==> config.mk <==
export PLATFORM = sky130hd
export DESIGN_NAME = c17_bist_ctrl
export DESIGN_NICKNAME = d
export VERILOG_FILES = /design/src/rtl/c17_bist_ctrl.sv
export SDC_FILE = /design/constraint.sdc
export NUM_CORES = 1
export LEC_CHECK = 0
export CORE_ASPECT_RATIO = 0.9
export CORE_MARGIN = 4
export CORE_UTILIZATION = 55
export DETAILED_ROUTE_END_ITERATION = 16
export PLACE_DENSITY = 0.83
export REMOVE_ABC_BUFFERS = 1
export SETUP_SLACK_MARGIN = 0.02
export SYNTH_ARGS = -nofsm -noshare
export SYNTH_HDL_FRONTEND = slang
export SYNTH_SLANG_ARGS = --single-unit
==> constraint.sdc <==
create_clock -name clk -period 2.3 [get_ports clk]
set_input_delay 0.46 -clock clk [delete_from_list [all_inputs] [get_ports clk]]
set_output_delay 0.46 -clock clk [all_outputs]
set_load 0.005 [all_outputs]
==> src/rtl/c17_bist_ctrl.sv <==
// BIST controller for the c17 CUT: LFSR pattern source, MISR response compactor, golden compare.
// Optional C17_BIST_ALLZERO_EN prepends a single all-zero pattern before the LFSR sequence.
module c17_bist_ctrl #(
    parameter int          NUM_PATTERNS = 31,
    parameter logic [4:0]  LFSR_SEED    = 5'b00001,
    parameter logic [4:0]  GOLDEN_SIG   = 5'b00000
) (
    input  logic       clk,
    input  logic       rst,
    input  logic       start,
    output logic [4:0] pat_out,
    input  logic [1:0] resp_in,
    output logic       busy,
    output logic       done,
    output logic       pass,
    output logic [4:0] signature
);

    typedef enum logic [1:0] {
        S_IDLE,
        S_RUN,
        S_COMPARE,
        S_DONE
    } state_t;

    localparam logic [4:0] LAST_CNT = 5'(NUM_PATTERNS - 1);

    state_t     state_q, state_d;
    logic [4:0] lfsr_q, lfsr_d;
    logic [4:0] misr_q, misr_d;
    logic [4:0] cnt_q, cnt_d;
    logic       done_q, done_d;
    logic       pass_q, pass_d;
`ifdef C17_BIST_ALLZERO_EN
    logic       zero_q, zero_d;
`endif

    always_ff @(posedge clk or posedge rst) begin
        if (rst) begin
            state_q <= S_IDLE;
            lfsr_q  <= 5'd0;
            misr_q  <= 5'd0;
            cnt_q   <= 5'd0;
            done_q  <= 1'b0;
            pass_q  <= 1'b0;
`ifdef C17_BIST_ALLZERO_EN
            zero_q  <= 1'b0;
`endif
        end else begin
            state_q <= state_d;
            lfsr_q  <= lfsr_d;
            misr_q  <= misr_d;
            cnt_q   <= cnt_d;
            done_q  <= done_d;
            pass_q  <= pass_d;
`ifdef C17_BIST_ALLZERO_EN
            zero_q  <= zero_d;
`endif
        end
    end

    always_comb begin
        state_d = state_q;
        lfsr_d  = lfsr_q;
        misr_d  = misr_q;
        cnt_d   = cnt_q;
        done_d  = done_q;
        pass_d  = pass_q;
`ifdef C17_BIST_ALLZERO_EN
        zero_d  = zero_q;
`endif
        case (state_q)
            S_IDLE, S_DONE: begin
                if (start) begin
                    lfsr_d  = LFSR_SEED;
                    misr_d  = 5'd0;
                    cnt_d   = 5'd0;
                    done_d  = 1'b0;
                    pass_d  = 1'b0;
`ifdef C17_BIST_ALLZERO_EN
                    zero_d  = 1'b1;
`endif
                    state_d = S_RUN;
                end
            end
            S_RUN: begin
                misr_d = {misr_q[3:0], misr_q[4] ^ misr_q[2]} ^ {3'b000, resp_in};
`ifdef C17_BIST_ALLZERO_EN
                // The all-zero cycle neither steps the LFSR nor counts as an LFSR pattern.
                if (zero_q) begin
                    zero_d = 1'b0;
                end else begin
`endif
                    lfsr_d = {lfsr_q[3:0], lfsr_q[4] ^ lfsr_q[2]};
                    if (cnt_q == LAST_CNT) begin
                        state_d = S_COMPARE;
                    end else begin
                        cnt_d = cnt_q + 5'd1;
                    end
`ifdef C17_BIST_ALLZERO_EN
                end
`endif
            end
            S_COMPARE: begin
                pass_d  = (misr_q == GOLDEN_SIG);
                done_d  = 1'b1;
                state_d = S_DONE;
            end
            default: state_d = S_IDLE;
        endcase
    end

    always_comb begin
        pat_out = 5'd0;
        if (state_q == S_RUN) begin
`ifdef C17_BIST_ALLZERO_EN
            pat_out = zero_q ? 5'd0 : lfsr_q;
`else
            pat_out = lfsr_q;
`endif
        end
    end

    assign busy      = (state_q == S_RUN) || (state_q == S_COMPARE);
    assign done      = done_q;
    assign pass      = pass_q;
    assign signature = misr_q;

endmodule

# Word-level counts from Yosys, hierarchy flattened
# Cells that the tools add are included.
word_totals:
  in_bits: 5
  ff_bits: 19
  out_inout_bits: 13
classes:
  reduce_logical: 10
  eq_ne: 7
  add_sub_neg: 1
  muxes: 13
  bitwise: 3
ops:
  columns: ["cell", "n"]
  rows:
  - ["one-hot mux 5 bit (2 select lines)", 3]
  - ["2-to-1 mux 5 bit", 4]
  - ["!= test 2 bit (second input constant)", 3]
  - ["one-hot mux 2 bit (3 select lines)", 1]
  - ["AND reduction 2 bit", 3]
  - ["adder 5 x 1 -> 5 bit (second input constant)", 1]
  - ["== test 5 bit (second input constant)", 1]
  - ["zero test 5 bit", 1]
  - ["bitwise XOR 5 x 2 -> 5 bit", 1]
  - ["== test 2 bit (second input constant)", 2]
  - ["2-to-1 mux 2 bit", 2]
  - ["one-hot mux 1 bit (2 select lines)", 2]
  - ["nonzero test 2 bit", 2]
  - ["AND reduction 3 bit", 1]
  - ["== test 2 x 1 -> 1 bit (second input constant)", 1]
  - ["zero test 2 bit", 1]
  - ["OR reduction 2 bit", 1]
  - ["bitwise XOR 1 bit", 2]
  - ["logical OR 1 bit", 1]
  - ["2-to-1 mux 1 bit", 1]

# Longest topological paths before layout
# Gate-level depths: netlist of the first run.
logic_depth:
  depth_word: 4
  depth_mapped: 7

# Least setup slack after synthesis of the first run
# Ideal clock, no wire load.
synth_timing:
  path_kind: "register to output"
  start: "reg state_q[1]"
  end: "out pat_out[0]"
  path_slack_ps: 761
  path_stages_with_launch: 6
  required_time_ps: 1840
  arrival_ps: 1079
  path_cell_list: "dfrtp_1 inv_1 ha_1 buf_2 and2_1 buf_4"
synth_between:
  elab_chain_len: 2
synth_rtl:
  columns: ["item", "line_no", "text"]
  rows:
  - ["from (decl)", "28", "state_t state_q, state_d;"]
  - ["from (signal assigned)", "50", "state_q <= state_d;"]
  - ["== test 2 x 1 -> 1 bit", "115", "if (state_q == S_RUN) begin"]
  - ["2-to-1 mux 5 bit", "115", null]
  - ["to (decl)", "11", "output logic [4:0] pat_out,"]
# Every way passes these cells.

# Worst setup path in the final report of the first run
layout_timing:
  start: "reg state_q[0]"
  end: "out busy"
layout_between:
  elab_chain_len: 2
  elab_cells_between_ends: 3
  cone_classes: "eq/ne: 2; reduce/logical: 1"
layout_rtl:
  columns: ["item", "line_no", "text"]
  rows:
  - ["== test 2 x 1 -> 1 bit / == test 2 bit (equally long branches)", "124", "assign busy = (state_q == S_RUN) || (state_q == S_COMPARE);"]
  - ["logical OR 1 bit *", "124", null]
  - ["to (decl)", "13", "output logic busy,"]
# Every way passes the cells marked *; elsewhere a longest branch is shown, timed or not.

==> metrics.md, run 1 <==
| Metric | Value |
|---|---|
| Status | `finished, final reports clean` |
| Maximum VDD drop | `0.995 mV` |
| First-pass GRT wire length | `3350 µm` |
| Vias per cell | `~5.4` |
| Leak Pwr | `0.546 nW` |
| Root Driver | `clkbuf_4` |
| CP Data Required Time | `1.84 ns` |
| Final WL | `~1900 µm` |
| Tot GR Track Use | `roughly 17%` |
| Gpl congestion | `0.729` |
| I/O Buffers | `17` |
| Standard-cell rows | `14` |
| Skew final | `0.00785 ns` |
| Initial DRT Pass Iterations | `6` |
| Routed WL per cell | `14.0 µm` |
| Clock-pin slew on the worst setup and hold paths | `0.10 ns` |
| CTS Buffer Depth | `2` |
| Setup Fix Bufs, Post-CTS | `0` |
| Power per cell area | `1340 nW/µm²` |
| 1st-iter DRT viols | `7` |
| Diode count | `0` |
| Mapped cell area | `1030 µm²` |
| Fill count | `136` |
| GRT Residual Overflow | `0` |
| Slowest cell on crit path | `clkdlybuf4s50_1` |
| Layout cell share with drive strength beyond 1 | `between 10% and 20%` |
| Routed Antenna Nets | `0` |
| Mapped Cells | `94` |
| Post-synth top flop | `dfrtp_1` |
| CTS H-tree lvls | `1` |
| Number of synthesized flops with an enable pin | `0` |
| Placed instance area | `1180 µm²` |
| PostCTS Resize Cnt | `0` |
| Yosys reg bits | `19` |
| Hold Path Class | `register to register` |
| Setup TNS | `0 ns` |
| Core Footprint | `roughly 1700 µm²` |
| CTS Buf Count | `3` |
| # DRC | `0` |
| Top cells by area, synth | `dfrtp_1 46%, a22o_1 7.6%, ha_1 6.1%` |
| CTS tree | `built` |
| Avg Cell Area, Syn | `11.0 µm²` |
| Post-synth top area share | `46.0%` |
| Ys async rst share | `between 90% and 100%` |
| Die area | `2640 µm²` |
| Vias post-DR | `724` |
| Register area | `475 µm²` |
| Clock Sinks | `19` |
| Hold-fix buffers at CTS | `0` |
| CP arrival | `1.69 ns` |
| RSZ-0062 raised after global routing | `false` |
| Cell repeated most along the worst path | `inv_1` |
| Sequential share of the synthesized area | `46.0%` |
| Hold Vio Cnt, Final | `0` |
| Setup CP Type | `register to output pin` |
| Initial Utilization | `59.6%` |
| Period minus WS final | `2.15 ns` |
| Period utilization | `93.5%` |
| Final Max Tran Viols | `0` |
| Worst skew pair latency | `0.30 ns` |
| Critical Path Sink Type | `output pin` |
| CP max stage delay | `0.49 ns` |
| Relative slew margins | `a little over half` |
| Max-cap violations | `0` |
| Yosys warns | `0` |
| Cell accounting for the most synthesized area | `dfrtp_1` |
| Final HPWL DP | `1440 µm` |
| Crit start category | `register` |
| IO Pins | `18` |
| Cells along the critical path | `inv_1, ha_2, inv_1, clkdlybuf4s50_1` |
| Area growth syn-to-layout | `17.3%` |
| Area occupied by multi-input gates | `around 460 µm²` |
| Largest net degree at the start of global routing | `20` |
| Final setup viols | `0` |
| Design area | `1210 µm²` |
| Die width | `53.7 µm` |
| Nets | `between 100 and 150` |
| Synth unique cells | `31` |
| Fmax | `0.465 GHz` |
| Vias in the first global route | `719` |
| Antenna violations before repair | `0` |
| Slew @ Worst Pin | `0.694 ns` |
| Critical path fanouts, max | `7` |
| Die Height | `49.1 µm` |
## cell type report
type | count | area share, %
clock buffer | 3 | 1.86
clock inverter | 1 | 0.413
inverter | 10 | 3.10
multi-input combinational | 57 | 37.7
sequential | 19 | 39.2
tap | 24 | 2.48
timing repair buffer | 19 | 15.3
## per-stage QoR
stage	hold WS (ns)	power (W)	worst slack [ns]	std cells	utilization, %
final	0.524	0.00162	0.149	133	69.9
after floorplan	0.411	0.00110	0.650	86	-
after global routing	0.555	0.00177	0.0445	133	69.9
after CTS	0.529	0.00163	0.0725	133	69.6
after global placement	0.494	0.00141	0.443	129	68.0
after detailed placement	0.504	0.00145	0.420	129	68.0
## logic make-up after synthesis
logic type	after synthesis	share of synthesized area [%]
AOI/OAI and AO/OA	23	16.7
xor gates and xnor gates	5	4.24
DFF	19	46.0
adders and majority gates	5	6.05
muxes	3	3.27
buffers and inverters	18	10.3
and+or+nand+nor	21	13.4
## cells in the final DEF (no fill, tap or decap), types with 3 or more instances in the layout
cell | Yosys | layout
clkdlybuf4s50_1 | 0 | 17
ha_1 | 5 | 3
nand3_1 | 3 | 3
inv_1 | 10 | 10
a22o_1 | 9 | 9
and2_1 | 5 | 5
xnor2_1 | 4 | 4
nand4_1 | 3 | 3
dfrtp_1 | 19 | 19
o21ai_1 | 3 | 3
clkbuf_4 | 0 | 3
## sequential cells by signal, indices dropped and copies added (netlist names)
register and flops:
cnt_q 5, signature 5, lfsr_q 5, state_q 2
done 1, pass 1
## where the power goes
group | leakage, nW | switching (W) | internal [W] | total, W
logic | 0.282 | 0.000406 | 0.000463 | 0.000869
clock network | 0.0177 | 0.000105 | 0.0000650 | 0.000170
registers | 0.247 | 0.000119 | 0.000460 | 0.000579
total | 0.546 | 0.000631 | 0.000988 | 0.00162
## synth_stat cells (2+ instances only)
cell type / number
o21ai_1: 3
mux2i_1: 2
inv_1: 10
ha_1: 5
o22ai_1: 2
a22o_1: 9
a21oi_2: 2
xnor2_1: 4
a21oi_1: 2
nand4_1: 3
buf_6: 3
nand2b_1: 2
dfrtp_1: 19
nand3_1: 3
buf_4: 4
o221ai_1: 2
and2_1: 5
## worst max-delay path, delay by kind of cell (launching register included)
family,cells,cell delay [ns]
adders and majority gates,1,0.33
buffers and inverters,3,0.64
DFF,1,0.42
## worst paths after layout
path | start | endpoint | slack (ns) | depth (start not counted)
setup / recovery | state_q[0]$_DFFE_PP0P_ | busy | 0.15 | 4
hold / removal | pass$_DFFE_PP0P_ | pass$_DFFE_PP0P_ | 0.52 | 2
setup reg to reg | state_q[1]$_DFFE_PP0P_ | cnt_q[4]$_DFFE_PP0P_ | 0.60 | 7
hold reg to reg | pass$_DFFE_PP0P_ | pass$_DFFE_PP0P_ | 0.52 | 2
max in group asynchronous | rst | cnt_q[1]$_DFFE_PP0P_ | 1.31 | 2
min in group asynchronous | rst | signature[2]$_DFFE_PP0P_ | 0.55 | 2
## layer usage
layer / global-route usage [%] / vias to the layer above / part of all wire [%]
li1: - / 358 / -
met1: 25.3 / 352 / 49
met2: 25.0 / 12 / 47
met3: 5.50 / 2 / 3.2
met4: 2.55 / 0 / 0.86
met5: 0 / - / 0
Power figures use the tool's default switching activity.
==> run 2: changes to the inputs <==
--- a/config.mk
+++ b/config.mk
@@ -7,9 +7,9 @@
 export LEC_CHECK = 0
 export CORE_ASPECT_RATIO = 0.9
 export CORE_MARGIN = 4
-export CORE_UTILIZATION = 55
+export CORE_UTILIZATION = 51
 export DETAILED_ROUTE_END_ITERATION = 16
-export PLACE_DENSITY = 0.83
+export PLACE_DENSITY = 0.77
 export REMOVE_ABC_BUFFERS = 1
 export SETUP_SLACK_MARGIN = 0.02
 export SYNTH_ARGS = -nofsm -noshare
==> constraint.sdc (replaced) <==
create_clock -name clk -period 2.25 [get_ports clk]
set_input_delay 0.45 -clock clk [delete_from_list [all_inputs] [get_ports clk]]
set_output_delay 0.45 -clock clk [all_outputs]
set_load 0.005 [all_outputs]
==> run 2 against run 1 <==
Compared with the run above:
- first-iteration DRC count grew 29%
- clock power is essentially flat
- via count grew 2.5%
- design area is the same
- sequential share of layout area is the same
- clock skew shrank 0.0046 ns
- setup slack lost 0.027 ns
==> metrics.md, run 2 (same netlist as run 1, synthesis figures left out) <==
| Metric | Value |
|---|---|
| Status | `finished, final reports clean` |
| Area growth syn-to-layout | `17.3%` |
| Final WL | `1810 µm` |
| Design area | `1210 µm²` |
| Commonest non-fill, non-tap cell in the layout | `dfrtp_1` |
| Diode count | `0` |
| Largest net degree at the start of global routing | `20` |
| Slowest cell on crit path | `clkdlybuf4s50_1` |
| Relative slew margins | `53.7%` |
| Worst hold slack | `0.531 ns` |
| CTS H-tree lvls | `1` |
| Layout cell share with drive strength beyond 1 | `11.0%` |
| Antenna violations before repair | `0` |
| Skew final | `0.00329 ns` |
| Final Max Tran Viols | `0` |
| Worst skew pair latency | `0.29 ns` |
| GR Layer Usage met3 | `under 10%` |
| Cells along the critical path | `inv_1, ha_2, inv_1, clkdlybuf4s50_1` |
| Hold Path Class | `register to register` |
| Gpl congestion | `0.886` |
| Fmax | `0.470 GHz` |
| Final setup viols | `0` |
| CTS Buf Count | `3` |
| Clock-pin slew on the worst setup and hold paths | `around 0.11 ns` |
| Leak Pwr | `approximately 0.54 nW` |
| First-pass GRT wire length | `~3200 µm` |
| Initial DRT Pass Iterations | `4` |
| Initial Utilization | `54.0%` |
| I/O Buffers | `17` |
| Nets | `120` |
| RSZ-0062 raised after global routing | `true` |
| Critical path fanouts, max | `7` |
| Placed instance area | `1180 µm²` |
| Power per cell area | `1350 nW/µm²` |
| Maximum VDD drop | `0.821 mV` |
| Period minus WS final | `2.13 ns` |
| Final HPWL DP | `between 1000 and 1500 µm` |
| Vias per cell | `roughly 5.5` |
| Setup CP Type | `register to output pin` |
| CP max stage delay | `0.49 ns` |
| Standard-cell rows | `15` |
| Hold-fix buffers at CTS | `0` |
| Grt peak-use layer | `met2` |
| Tot GR Track Use | `14.6%` |
| GRT Residual Overflow | `0` |
| Hold Vio Cnt, Final | `0` |
| Core Footprint | `1910 µm²` |
| Vias post-DR | `742` |
| Cell repeated most along the worst path | `inv_1` |
| CTS Buffer Depth | `2` |
| Setup TNS | `0 ns` |
| Most frequent cells in the layout | `19 x dfrtp_1, 17 x clkdlybuf4s50_1, 10 x inv_1, 9 x a22o_1, 5 x and2_1` |
| Vias in the first global route | `760` |
| Critical Path Sink Type | `output pin` |
| 1st-iter DRT viols | `9` |
| Grt met2 use | `25.0%` |
| GRT met1 Usage | `18.4%` |
| CTS tree | `built` |
| Die area | `2810 µm²` |
| Die width | `55.5 µm` |
| Slew @ Worst Pin | `0.693 ns` |
| Routed WL per cell | `13.5 µm` |
| # DRC | `0` |
| Routed Antenna Nets | `0` |
| Clock Sinks | `19` |
| Die Height | `a little over 50 µm` |
| CP Data Required Time | `1.80 ns` |
| Crit start category | `register` |
| CP arrival | `1.68 ns` |
| IO Pins | `18` |
| Max-cap violations | `0` |
| Root Driver | `clkbuf_4` |
| Period utilization | `between 90% and 100%` |
-- run 2: report_power, final --
group / internal, W / switching [W] / total, W
registers: 0.000470 / 0.000120 / 0.000590
logic: 0.000473 / 0.000404 / 0.000877
clock network: 0.0000688 / 0.000100 / 0.000169
-- run 2: stage by stage --
step	power (W)	utilization [%]	std cells	setup WS (ns)
floorplan	0.00112	-	86	0.600
global placement	0.00145	61.7	130	0.417
detailed placement	0.00147	61.7	130	0.382
CTS	0.00164	63.1	134	0.0485
global route	0.00178	63.3	134	0.000457
finish	0.00164	63.3	134	0.122
-- run 2: repair_timing --
action / in CTS / in global routing
setup buffers: 0 / 0
resized for setup: 0 / 2
endpoints found under the setup margin: 0 / 6
hold endpoints to repair: 0 / 0
-- run 2: worst max-delay path, delay by kind of cell (launching register included) --
kind | cells | cell delay, ns
adders and majority gates | 1 | 0.33
buffers and inverters | 3 | 0.65
DFF | 1 | 0.42
-- run 2: layout make-up --
class | count | area [µm²]
Fill cell | 166 | 702
Sequential cell | 19 | 475
Multi-Input combinational cell | 57 | 457
Timing Repair Buffer | 19 | 185
Inverter | 10 | 37.5
Tap cell | 25 | 31.3
Clock buffer | 4 | 26.3
-- run 2: path summary, 6_finish.rpt --
kind / from / endpoint / slack [ns] / cells after the start
max: state_q[0]$_DFFE_PP0P_ / busy / 0.12 / 4
max in group asynchronous: rst / lfsr_q[0]$_DFFE_PP0P_ / 1.26 / 2
min: signature[3]$_DFFE_PP0P_ / pass$_DFFE_PP0P_ / 0.53 / 1
max reg2reg: state_q[0]$_DFFE_PP0P_ / cnt_q[4]$_DFFE_PP0P_ / 0.58 / 6
min in group asynchronous: rst / cnt_q[0]$_DFFE_PP0P_ / 0.56 / 2
min reg2reg: signature[3]$_DFFE_PP0P_ / pass$_DFFE_PP0P_ / 0.53 / 1
-- run 2: routing by layer --
metal	wire, µm	up-vias	part of all wire (%)
met4	9	0	0.50
li1	-	356	-
met3	53	2	2.9
met1	873	372	48
met5	0	-	0
met2	868	12	48
==> run 3: changes to the inputs <==
--- a/config.mk
+++ b/config.mk
@@ -5,13 +5,13 @@
 export SDC_FILE = /design/constraint.sdc
 export NUM_CORES = 1
 export LEC_CHECK = 0
-export CORE_ASPECT_RATIO = 0.9
 export CORE_MARGIN = 4
 export CORE_UTILIZATION = 51
 export DETAILED_ROUTE_END_ITERATION = 16
 export PLACE_DENSITY = 0.77
 export REMOVE_ABC_BUFFERS = 1
 export SETUP_SLACK_MARGIN = 0.02
+export SKIP_LAST_GASP = 1
 export SYNTH_ARGS = -nofsm -noshare
 export SYNTH_HDL_FRONTEND = slang
 export SYNTH_SLANG_ARGS = --single-unit
==> run 3 against run 2 <==
Compared with the run above:
- first-iteration DRC count fell by 22%
- maximum frequency decreased by 0.36%
- count of clock-buffer cells in the layout unchanged
- utilization grew 0.13 points
- flip-flop and latch count unchanged
- cell count grew 2.2%
- worst hold slack got worse by 0.017 ns
==> metrics.md, run 3 (same netlist as run 1, synthesis figures left out) <==
| Metric | Value |
|---|---|
| Die width | `roughly 53 µm` |
| Final Max Tran Viols | `0` |
| First-pass GRT wire length | `about 3500 µm` |
| Die area | `2810 µm²` |
| Hold Path Class | `register to register` |
| CTS tree | `built` |
| RR Startpoint | `state_q[0]$_DFFE_PP0P_` |
| CP Data Required Time | `between 1.5 and 2 ns` |
| CTS H-tree lvls | `1` |
| Maximum VDD drop | `0.668 mV` |
| R2R depth | `6` |
| Nets | `121` |
| CTS Buf Count | `3` |
| Period utilization | `94.9%` |
| RR Endpoint | `cnt_q[4]$_DFFE_PP0P_` |
| Hold-fix buffers at CTS | `0` |
| Largest net degree at the start of global routing | `20` |
| Cell repeated most along the worst path | `inv_1` |
| Initial DRT Pass Iterations | `4` |
| I/O Buffers | `17` |
| GRT Residual Overflow | `0` |
| Tot GR Track Use | `~17%` |
| Most frequent cells in the layout | `19 x dfrtp_1, 17 x clkdlybuf4s50_1, 10 x inv_1, 9 x a22o_1, 5 x and2_1` |
| Core Footprint | `1940 µm²` |
| Vias post-DR | `729` |
| Standard-cell rows | `16` |
| DP Worst Slack | `0.363 ns` |
| Slew @ Worst Pin | `0.740 ns` |
| Antenna violations before repair | `0` |
| Skew final | `between 0.0015 and 0.002 ns` |
| Relative slew margins | `50.6%` |
| RSZ-0062 raised after global routing | `false` |
| Worst skew pair latency | `a little under 0.3 ns` |
| CP arrival | `1.69 ns` |
| 1st-iter DRT viols | `7` |
| Worst setup margin | `0.114 ns` |
| Setup TNS | `0 ns` |
| Diode count | `0` |
| Final setup viols | `0` |
| Critical path fanouts, max | `7` |
| # DRC | `0` |
| Final HPWL DP | `1460 µm` |
| Clock Sinks | `19` |
| Initial Utilization | `53.2%` |
| Setup CP Type | `register to output pin` |
| Cells along the critical path | `inv_1, ha_2, inv_1, clkdlybuf4s50_1` |
| Worst hold slack | `0.514 ns` |
| Hold Vio Cnt, Final | `0` |
| Period minus WS final | `2.14 ns` |
| Vias per cell | `about 5.3` |
| Routed Antenna Nets | `0` |
| Gpl congestion | `0.778` |
| IO Pins | `18` |
| Leak Pwr | `0.550 nW` |
| Clock-pin slew on the worst setup and hold paths | `0.11 ns` |
| Root Driver | `clkbuf_4` |
| Routed WL per cell | `14.3 µm` |
| Fmax | `0.468 GHz` |
| Power per cell area | `1360 nW/µm²` |
| Slowest cell on crit path | `clkdlybuf4s50_1` |
| Layout cell share with drive strength beyond 1 | `around an eighth` |
| Fill count | `167` |
| Final WL | `1960 µm` |
| Max-cap violations | `0` |
| Area growth syn-to-layout | `19.2%` |
| CTS Buffer Depth | `2` |
| Hold depth | `1` |
| CP Launch Point | `state_q[0]$_DFFE_PP0P_` |
| Commonest non-fill, non-tap cell in the layout | `dfrtp_1` |
| Vias in the first global route | `795` |
| Critical Path Sink Type | `output pin` |
| Worst reg2reg setup slack | `0.58 ns` |
| Crit start category | `register` |
| Die Height | `around 53 µm` |
| Status | `finished, final reports clean` |
| Setup crit end | `busy` |
| CP max stage delay | `0.49 ns` |
[run 3: cell count changes in the layout (fill, tap and decap cells not counted)]
cell and delta:
ha_2 -1, buf_4 +1, ha_4 +1
[run 3: per-stage QoR]
step,power [W],instances,cell area (µm²),util (%)
CTS,0.00166,136,1210,62.3
finish,0.00168,137,1230,63.5
global route,0.00182,137,1230,63.5
floorplan,0.00112,86,965,-
detailed placement,0.00148,132,1180,61.0
global placement,0.00145,132,1180,61.0
[run 3: cell type report]
cell class | count | area [µm²] | share of cell area, %
inverters | 10 | 37.5 | 3.05
clock buffers | 4 | 26.3 | 2.13
multi-input cells | 57 | 467 | 37.9
repair buffers | 20 | 193 | 15.6
flip-flops and latches | 19 | 475 | 38.6
well taps | 27 | 33.8 | 2.74
[run 3: timing repair]
action	in CTS	in global routing
setup buffers	0	1
setup endpoints to repair	0	6
gates resized for setup	0	3
[run 3: worst min path at each step]
stage	start	end	slack, ns
6_report	signature[3]$_DFFE_PP0P_	pass$_DFFE_PP0P_	0.51
5_1_grt	signature[3]$_DFFE_PP0P_	pass$_DFFE_PP0P_	0.57
4_1_cts	signature[3]$_DFFE_PP0P_	pass$_DFFE_PP0P_	0.52
3_5_place_dp	pass$_DFFE_PP0P_	pass$_DFFE_PP0P_	0.50
3_3_place_gp	pass$_DFFE_PP0P_	pass$_DFFE_PP0P_	0.49
2_1_floorplan	rst	cnt_q[0]$_DFFE_PP0P_	0.40
[run 3: power breakdown]
group | total, W | internal [W] | switching, W | leakage [nW]
registers | 0.000593 | 0.000470 | 0.000123 | 0.247
logic | 0.000910 | 0.000492 | 0.000419 | 0.288
clock network | 0.000173 | 0.0000688 | 0.000104 | 0.0150
total | 0.00168 | 0.00103 | 0.000645 | 0.550
[run 3: per-layer routing]
layer / GRT usage (%) / part of all wire (%) / vias up
met2: 27.1 / 47 / 12
li1: - / - / 358
met1: 22.5 / 50 / 359
met5: 0 / 0 / -
met3: 3.66 / 2.8 / 0
met4: 5.11 / 0 / 0
[run 3: critical path, delay by kind of cell, from the launching register on]
family / cells / cell delay, ns
flip-flops: 1 / 0.41
buffers and inverters: 3 / 0.65
adder cells (fa/ha/maj): 1 / 0.33
